$ cat config.mk
export PLATFORM = sky130hd
export DESIGN_NAME = branch_predictor
export DESIGN_NICKNAME = d
export VERILOG_FILES = /design/src/rtl/pipeline_pkg.sv /design/src/rtl/branch_predictor_sat_counter2.sv /design/src/rtl/branch_predictor.sv
export SDC_FILE = /design/constraint.sdc
export NUM_CORES = 2
export LEC_CHECK = 0
export BUFFER_PORTS_ARGS = -buffer_cell sky130_fd_sc_hd__buf_2
export CAP_MARGIN = 20
export CORE_MARGIN = 1.5
export CORE_UTILIZATION = 56
export DETAILED_ROUTE_END_ITERATION = 10
export PLACE_DENSITY = 0.77
export SLEW_MARGIN = 20
export SYNTH_ARGS = -nofsm -noshare
export SYNTH_HDL_FRONTEND = slang
export SYNTH_HIERARCHICAL = 1
export SYNTH_SLANG_ARGS = --single-unit
export TNS_END_PERCENT = 1
$ cat constraint.sdc
create_clock -name clk -period 3.6 [get_ports clk]
set_input_delay 0.36 -clock clk [delete_from_list [all_inputs] [get_ports clk]]
set_output_delay 0.36 -clock clk [all_outputs]
set_load 0.03 [all_outputs]
$ cat src/rtl/pipeline_pkg.sv
// Shared pipeline types: datapath width and the branch target buffer entry layout.
// Pure declarations, no timing or flow control of its own.
package pipeline_pkg;

    localparam int DATA_WIDTH  = 64;
    localparam int BTB_ENTRIES = 16;
    localparam int BTB_TAG_W   = 10;
    localparam int BTB_IDX_W   = $clog2(BTB_ENTRIES);

    typedef struct packed {
        logic                  valid;
        logic [BTB_TAG_W-1:0]  tag;
        logic [DATA_WIDTH-1:0] target;
        logic [1:0]            ctr;
    } btb_entry_t;

endpackage

$ cat src/rtl/branch_predictor_sat_counter2.sv
// 2-bit saturating up/down next-state function, pure combinational (0 cycles).
// No handshake; the caller decides when the result is committed.
module sat_counter2 (
    input  logic [1:0] ctr_i,
    input  logic       inc_i,
    output logic [1:0] ctr_o
);

    always_comb begin
        ctr_o = ctr_i;
        if (inc_i) begin
            if (ctr_i != 2'b11) ctr_o = ctr_i + 2'd1;
        end else begin
            if (ctr_i != 2'b00) ctr_o = ctr_i - 2'd1;
        end
    end

endmodule

$ cat src/rtl/branch_predictor.sv
// Direct-mapped BTB next-PC predictor: 0-cycle lookup, updates visible the cycle after their edge.
// Always accepts one resolve update per cycle; clear drops a concurrent update but not its mispredict count.
module branch_predictor
    import pipeline_pkg::*;
#(
    parameter int ENTRIES = BTB_ENTRIES,
    parameter int TAG_W   = BTB_TAG_W
) (
    input  logic                  clk,
    input  logic                  rst_n,
    input  logic [DATA_WIDTH-1:0] fetch_pc,
    output logic [DATA_WIDTH-1:0] pred_pc,
    output logic                  pred_hit,
    input  logic                  upd_valid,
    input  logic [DATA_WIDTH-1:0] upd_pc,
    input  logic                  upd_taken,
    input  logic [DATA_WIDTH-1:0] upd_target,
    input  logic                  upd_mispredict,
    input  logic                  clear,
    output logic [31:0]           mispredict_cnt
);

    localparam int IDX_W = $clog2(ENTRIES);

    btb_entry_t btb_q [ENTRIES];
    btb_entry_t btb_d [ENTRIES];
    logic [31:0] cnt_q, cnt_d;

    logic [IDX_W-1:0]     f_idx, u_idx;
    logic [BTB_TAG_W-1:0] f_tag, u_tag;
    btb_entry_t           f_ent, u_ent;
    logic                 u_hit;
    logic [1:0]           u_ctr_nxt;
    logic                 upd_pc_unused;

    assign f_idx = fetch_pc[IDX_W+1:2];
    assign f_tag = BTB_TAG_W'(fetch_pc[IDX_W+TAG_W+1:IDX_W+2]);
    assign u_idx = upd_pc[IDX_W+1:2];
    assign u_tag = BTB_TAG_W'(upd_pc[IDX_W+TAG_W+1:IDX_W+2]);
    assign upd_pc_unused = ^{upd_pc[DATA_WIDTH-1:IDX_W+TAG_W+2], upd_pc[1:0]};

    // Lookup reads the registered array directly, so a same-cycle update is not seen.
    assign f_ent    = btb_q[f_idx];
    assign pred_hit = f_ent.valid && (f_ent.tag == f_tag);
    assign pred_pc  = (pred_hit && f_ent.ctr[1]) ? f_ent.target : fetch_pc + DATA_WIDTH'(4);

    assign u_ent = btb_q[u_idx];
    assign u_hit = u_ent.valid && (u_ent.tag == u_tag);

    sat_counter2 u_sat_counter2 (
        .ctr_i (u_ent.ctr),
        .inc_i (upd_taken),
        .ctr_o (u_ctr_nxt)
    );

    always_comb begin
        btb_d = btb_q;
        if (clear) begin
            for (int i = 0; i < ENTRIES; i++) begin
                btb_d[i].valid = 1'b0;
                btb_d[i].ctr   = 2'b01;
            end
        end else if (upd_valid) begin
            if (u_hit) begin
                btb_d[u_idx].ctr = u_ctr_nxt;
                if (upd_taken) btb_d[u_idx].target = upd_target;
            end else if (upd_taken) begin
                btb_d[u_idx] = '{valid: 1'b1, tag: u_tag, target: upd_target, ctr: 2'b10};
            end
        end
    end

    always_comb begin
        cnt_d = cnt_q;
        if (upd_valid && upd_mispredict && (cnt_q != 32'hFFFF_FFFF)) cnt_d = cnt_q + 32'd1;
    end

    always_ff @(posedge clk or negedge rst_n) begin
        if (!rst_n) begin
            for (int i = 0; i < ENTRIES; i++) begin
                btb_q[i] <= '{valid: 1'b0, tag: '0, target: '0, ctr: 2'b01};
            end
            cnt_q <= '0;
        end else begin
            btb_q <= btb_d;
            cnt_q <= cnt_d;
        end
    end

    assign mispredict_cnt = cnt_q;

endmodule

======== After elaboration in Yosys (flattened, before gate mapping) ========
Cells that the tools add are included.
word-level totals
  register bits after elaboration ......... 1,264
  bits in latches ......................... 0
  RAM bits ................................ 0
  ROM bits ................................ 0
  bits of input ports ..................... 198
  output and inout bits ................... 97
  logic and storage cells ................. 131
  memories kept ........................... 0
operators by class
  add/subtract/negate cells ............... 4
  multiply operators ...................... 0
  div/mod/pow operators ................... 0
  magnitude comparators ................... 3
  eq/ne operators ......................... 4
  shift operators ......................... 0
  multiplexer cells ....................... 40
  bitwise operators ....................... 3
  reduce and logical (&&, ||, !) cells .... 12
operator list
  kind                                                                          count
  1232-bit 2-to-1 mux                                                           4
  1232-bit bitwise mux                                                          3
  77-bit demux with 4-bit select                                                3
  77-bit binary-select mux with 4-bit select                                    2
  77-bit 2-to-1 mux                                                             5
  66-bit 2-to-1 mux                                                             1
  64-bit by 3-bit adder with 64-bit output, second input constant               1
  64-bit 2-to-1 mux                                                             1
  3-bit 2-to-1 mux                                                              15
  32-bit by 1-bit adder with 32-bit output, second input constant               1
  32-bit inequality test, second input constant                                 1
  10-bit equality test                                                          2
  5-bit >= comparator, second input constant                                    2
  2-bit 2-to-1 mux                                                              5
  4-bit inverter with 5-bit output                                              2
  1-bit logical AND                                                             6
  2-bit nonzero test                                                            3
  5-bit by 1-bit less-than comparator with 1-bit output, second input constant  1
  3-bit AND reduction                                                           1
  3-bit nonzero test                                                            1
  2-bit by 1-bit adder with 2-bit output, second input constant                 1
  2-bit inequality test, second input constant                                  1
  2-bit AND reduction                                                           1
  2-bit by 1-bit subtractor with 2-bit output, second input constant            1
  2 further kinds                                                               2

======== Depth between registers and ports, before layout ========
  depth in word-level cells ............... 13
  mapped depth ............................ 15
  gate-level depth less buffers ........... 8

======== By module ========
Netlist, hierarchy kept.
modules (own cells, without submodules)
  module            times used  cells each  area each (um2)
  branch_predictor  1           3,959       60,887.1
  sat_counter2      1           3           26.3

======== Least setup slack after synthesis ========
Ideal clock, no wire load.
  path kind ............................... input-to-output
  from .................................... in fetch_pc[2]
  to ...................................... out pred_pc[2]
  arrival ................................. 3.460 ns
  data required time ...................... 3.240 ns
  slack ................................... -0.220 ns
  stages on the path ...................... 9
  path buffers ............................ 3
  cells stage by stage .................... buf_4 > buf_2 > mux4_2 > mux4_2 > xnor2_1 > nand2_1 > nor4_4 > buf_6 > mux2i_1
between the ends
  word-level cells in the longest chain between the ends .. 8
ends and longest elaborated chain
  item                                                                                              line                    text
  start: declaration                                                                                branch_predictor.sv:11  input logic [DATA_WIDTH-1:0] fetch_pc,
  parallel branches: the longest is 7 deep, another holds 64-bit by 3-bit adder with 64-bit output  -
  64-bit 2-to-1 mux (*)                                                                             branch_predictor.sv:45  assign pred_pc = (pred_hit && f_ent.ctr[1]) ? f_ent.target : fetch_pc + DATA_WIDTH'(4);
  end: declaration                                                                                  branch_predictor.sv:12  output logic [DATA_WIDTH-1:0] pred_pc,
Mark *: on every way between the ends. The select of a mux whose other input is x is not followed.

======== Worst setup path in the final report ========
  from .................................... reg btb_q[993] (netlist bit)
  to ...................................... out pred_pc[55]
between the ends
  word-level cells in the longest chain between the ends .. 7
ends and longest elaborated chain
  item                                                  line                    text
  start: declaration                                    branch_predictor.sv:25  btb_entry_t btb_q [ENTRIES];
  start signal: indexed assignment                      branch_predictor.sv:81  btb_q[i] <= '{valid: 1'b0, tag: '0, target: '0, ctr: 2'b01};
  start signal: assignment                              branch_predictor.sv:85  btb_q <= btb_d;
  77-bit binary-select mux with 4-bit select            branch_predictor.sv:43  assign f_ent = btb_q[f_idx];
  77-bit 2-to-1 mux (implied by the code) (2 in a row)  branch_predictor.sv:43
  10-bit equality test                                  branch_predictor.sv:44  assign pred_hit = f_ent.valid && (f_ent.tag == f_tag);
  1-bit logical AND                                     branch_predictor.sv:44
  1-bit logical AND                                     branch_predictor.sv:45
  64-bit 2-to-1 mux                                     branch_predictor.sv:45
Every way passes these cells. The select of a mux whose other input is x is not followed.

==> metrics.md <==
| Metric | Value |
|---|---|
| Max Clock Freq | 242 MHz |
| Area grow syn2layout | 14.7% |
| Starting Density | 0.567 |
| Worst path slowest cell | mux4_2 |
| Worst setup SP type | register |
| FF-to-FF End | btb_q[1230] |
| Yosys warning total | 6 |
| # DRC | 0 |
| Global-route wire length before repair | 239 mm |
| Syn_area_per_cell | 15.4 um^2 |
| Die Y | 333 um |
| CP arrival | 3.78 ns |
| Final Hold Fails | 0 |
| End of the worst hold path | btb_q[1055] |
| Die area | 0.111 mm^2 |
| GRT Total Usage | 0.285 |
| Clk buf depth | 3 |
| CTS root buf | clkbuf_16 |
| Row cnt | 120 |
| Synth top area share | 0.513 |
| Critical path launch point | btb_q[993] |
| Hold Slack | 0.0668 ns |
| Clk pin slew, worst setup/hold paths | 0.06 ns |
| Share of post-route cells with drive strength above 1 | 0.555 |
| Hold depth | 2 |
| Reg2reg path depth | 9 |
| H-tree Lvls | 4 |
| Met3 usage in global routing | 0.0540 |
| Via density | 6.41 |
| Fin crit share | 1.15 |
| Crit path max fanout | 4 |
| Area leader, netlist | dfrtp_1 |
| Leak pwr | 0.0324 uW |
| TritonCTS Buffers | 134 |
| List of most frequent post-synthesis cells | 1,252 x mux2_2, 1,248 x dfrtp_1, 420 x mux4_2, 245 x clkbuf_1, 106 x nand2_1 |
| Grt total ovfl | 0 |
| Status | finished, violations left |
| Final Max Tran Viols | 0 |
| Synth cell types | 59 |
| Pre-antenna DRT Iters | 5 |
| Net count after synthesis | 4,162 |
| Reg2Reg Setup Slack | 0.16 ns |
| Core area | 0.108 mm^2 |
| Reg2Reg Launch Point | btb_q[66] |
| CP cell instances | mux4_2, mux4_2, xnor2_2, nand3_2, nor4_4, buf_12, buf_12, buf_12, mux2_2, buf_2 |
| Final nets | 4,385 |
| Max incr delay on CP | 0.51 ns |
| Vias in the first global route | 38,200 |
| Post-synth EDFFs | 0 |
| WL/cell | 27.6 um |
| GPL Wtd Cong | 0.887 |
| GRT busiest layer | met2 |
| Slew @ Worst Pin | 1.07 ns |
| Dpl hpwl | 90.0 mm |
| Initial drt markers | 2,699 |
| Rel. slew slack | 0.286 |
| Routed vias | 36,500 |
| PortBufs | 244 |
| Path type of the worst setup path | register to output port |
| I/O pin count | 295 |
| Endpoint class of the critical path | output port |
| Hold Path Class | input port to register |
| WP data required | 3.24 ns |
| Origin of the worst min-delay path | upd_target[52] |
| Max VDD drop | 0.000438 V |
| Initial antenna violation count | 20 |
| Die Width | 333 um |
| DP Area | 0.0647 mm^2 |
| RSZ-0062 raised after global routing | yes |
| Asr flop ratio synth | 1.00 |
| Core Util, Final | 0.650 |
| Count leader, synth | mux2_2 |
| Period minus WS final | 4.14 ns |
| Post-synthesis register bit count | 1,264 |
| Fin area | 0.0698 mm^2 |
| Pin count of the biggest net entering global routing | 127 |
| Sequential fraction of the synthesis area | 0.520 |
| Sinks on the clock net | 1,264 |
| GR Layer Usage met2 | 0.455 |
| Post-Syn Area | 0.0609 mm^2 |
| Final setup vio count | 65 |
| Final ANT Viol Nets | 0 |
| Routed WL | 157 mm |
| Setup WS post-layout | -0.540 ns |
| Max Cap Violations | 0 |
| Most area-consuming cells after synthesis | dfrtp_1 51%, mux2_2 23%, mux4_2 16% |
| Most frequent CP cell | buf_12 |
| Pwr dens | 515 mW/mm^2 |
| Clk_lat worst skew | 0.73 ns |
| CTS tree | yes |
| Post-Syn Instances | 3,962 |
| Skew final | 0.0157 ns |
| M1 GR Usage | 0.404 |
| Most used DFF post-synth | dfrtp_1 |
| Violated checks | setup timing |
## timing repair
action,4_1_cts,5_1_grt
endpoints found under the setup margin,65,65
hold buffers,1,0
gates cloned,1,6
setup buffers,2,2
pin swaps,1,4
hold endpoints to repair,69,0
resized for setup,30,117
## state kept, by name, summed over array words and instances, names as in the netlist
| register | count |
|---|---|
| btb_q | 1232 |
| mispredict_cnt | 32 |
## layout by cell type, fill, tap and decap left out, types with 8 or more instances in the layout
cell          n
a31oi_1      29
o211ai_1     12
dfstp_2      16
and3_1       26
bufinv_16     8
buf_6        38
inv_1        15
xor2_1       37
buf_4       129
xnor2_1      70
buf_12       64
a21oi_1      18
clkbuf_1     30
mux2_2     1223
clkbuf_8     26
nand2_4      10
mux4_2      420
mux2i_1      32
clkbuf_16   144
and2_1       14
nor2_1       89
dfrtp_1    1248
nor3_1       20
nand3b_1     19
buf_2       200
clkinv_2     20
nand4_1      21
mux2_4       35
nand3_1      45
nor2b_1      12
nand2_1      94
## where the power goes
part | switching, uW | internal, uW | total [uW]
combinational | 2120 | 2930 | 5050
sequential | 982 | 16000 | 17000
clock | 5700 | 8240 | 13900
## worst max-delay path by stage
stage / endpoint / cells past startpoint
after floorplan: pred_pc[54] / 9
after global placement: pred_pc[42] / 10
after detailed placement: pred_pc[34] / 10
after CTS: pred_pc[5] / 9
after global routing: pred_pc[55] / 10
final: pred_pc[55] / 10
## area by class of cell
class	instances	area [um^2]
clock inverters	41	472
multi-input cells	2328	28000
diodes	3	7.51
flip-flops and latches	1264	31700
repair buffers	441	3890
clock buffers	196	3970
inverters	16	60.1
well taps	1403	1760
fillers	7517	37700
## kinds of logic (layout without fill, tap and decap cells)
logic type / after synthesis / count (layout) / share of synthesized area
buffers and inverters: 370 / 694 / 0.0257
muxes: 1712 / 1712 / 0.393
xor gates and xnor gates: 113 / 113 / 0.0162
and+or+nand+nor: 391 / 391 / 0.0320
AOI/OAI and AO/OA: 108 / 108 / 0.0122
DFF: 1264 / 1264 / 0.520
other: 0 / 3 / 0
adders and majority gates: 4 / 4 / 0.000780
## critical path, delay by kind of cell (launching register included)
| kind | cells | cell delay (ns) |
|---|---|---|
| buffers and inverters | 4 | 0.64 |
| and+or+nand+nor | 2 | 0.45 |
| muxes | 3 | 1.34 |
| DFF | 1 | 0.41 |
| xor gates and xnor gates | 1 | 0.20 |
## metal layers
metal	wire, um	share of wire
met1	66100	0.42
met2	75500	0.48
met3	10700	0.068
met4	4850	0.031
met5	154	0.00098
## stage by stage
stage,cells,power [uW],TNS [ns],setup WS (ns)
3_3_place_gp,5440,21900,-11.18,-0.200
4_1_cts,5681,36100,-35.55,-0.597
6_report,5692,36000,-31.98,-0.540
5_1_grt,5689,37300,-41.63,-0.676
3_5_place_dp,5440,22200,-15.55,-0.269
2_1_floorplan,3962,20500,-1.72,-0.0412
No activity file was read; power rests on OpenSTA's default activity.
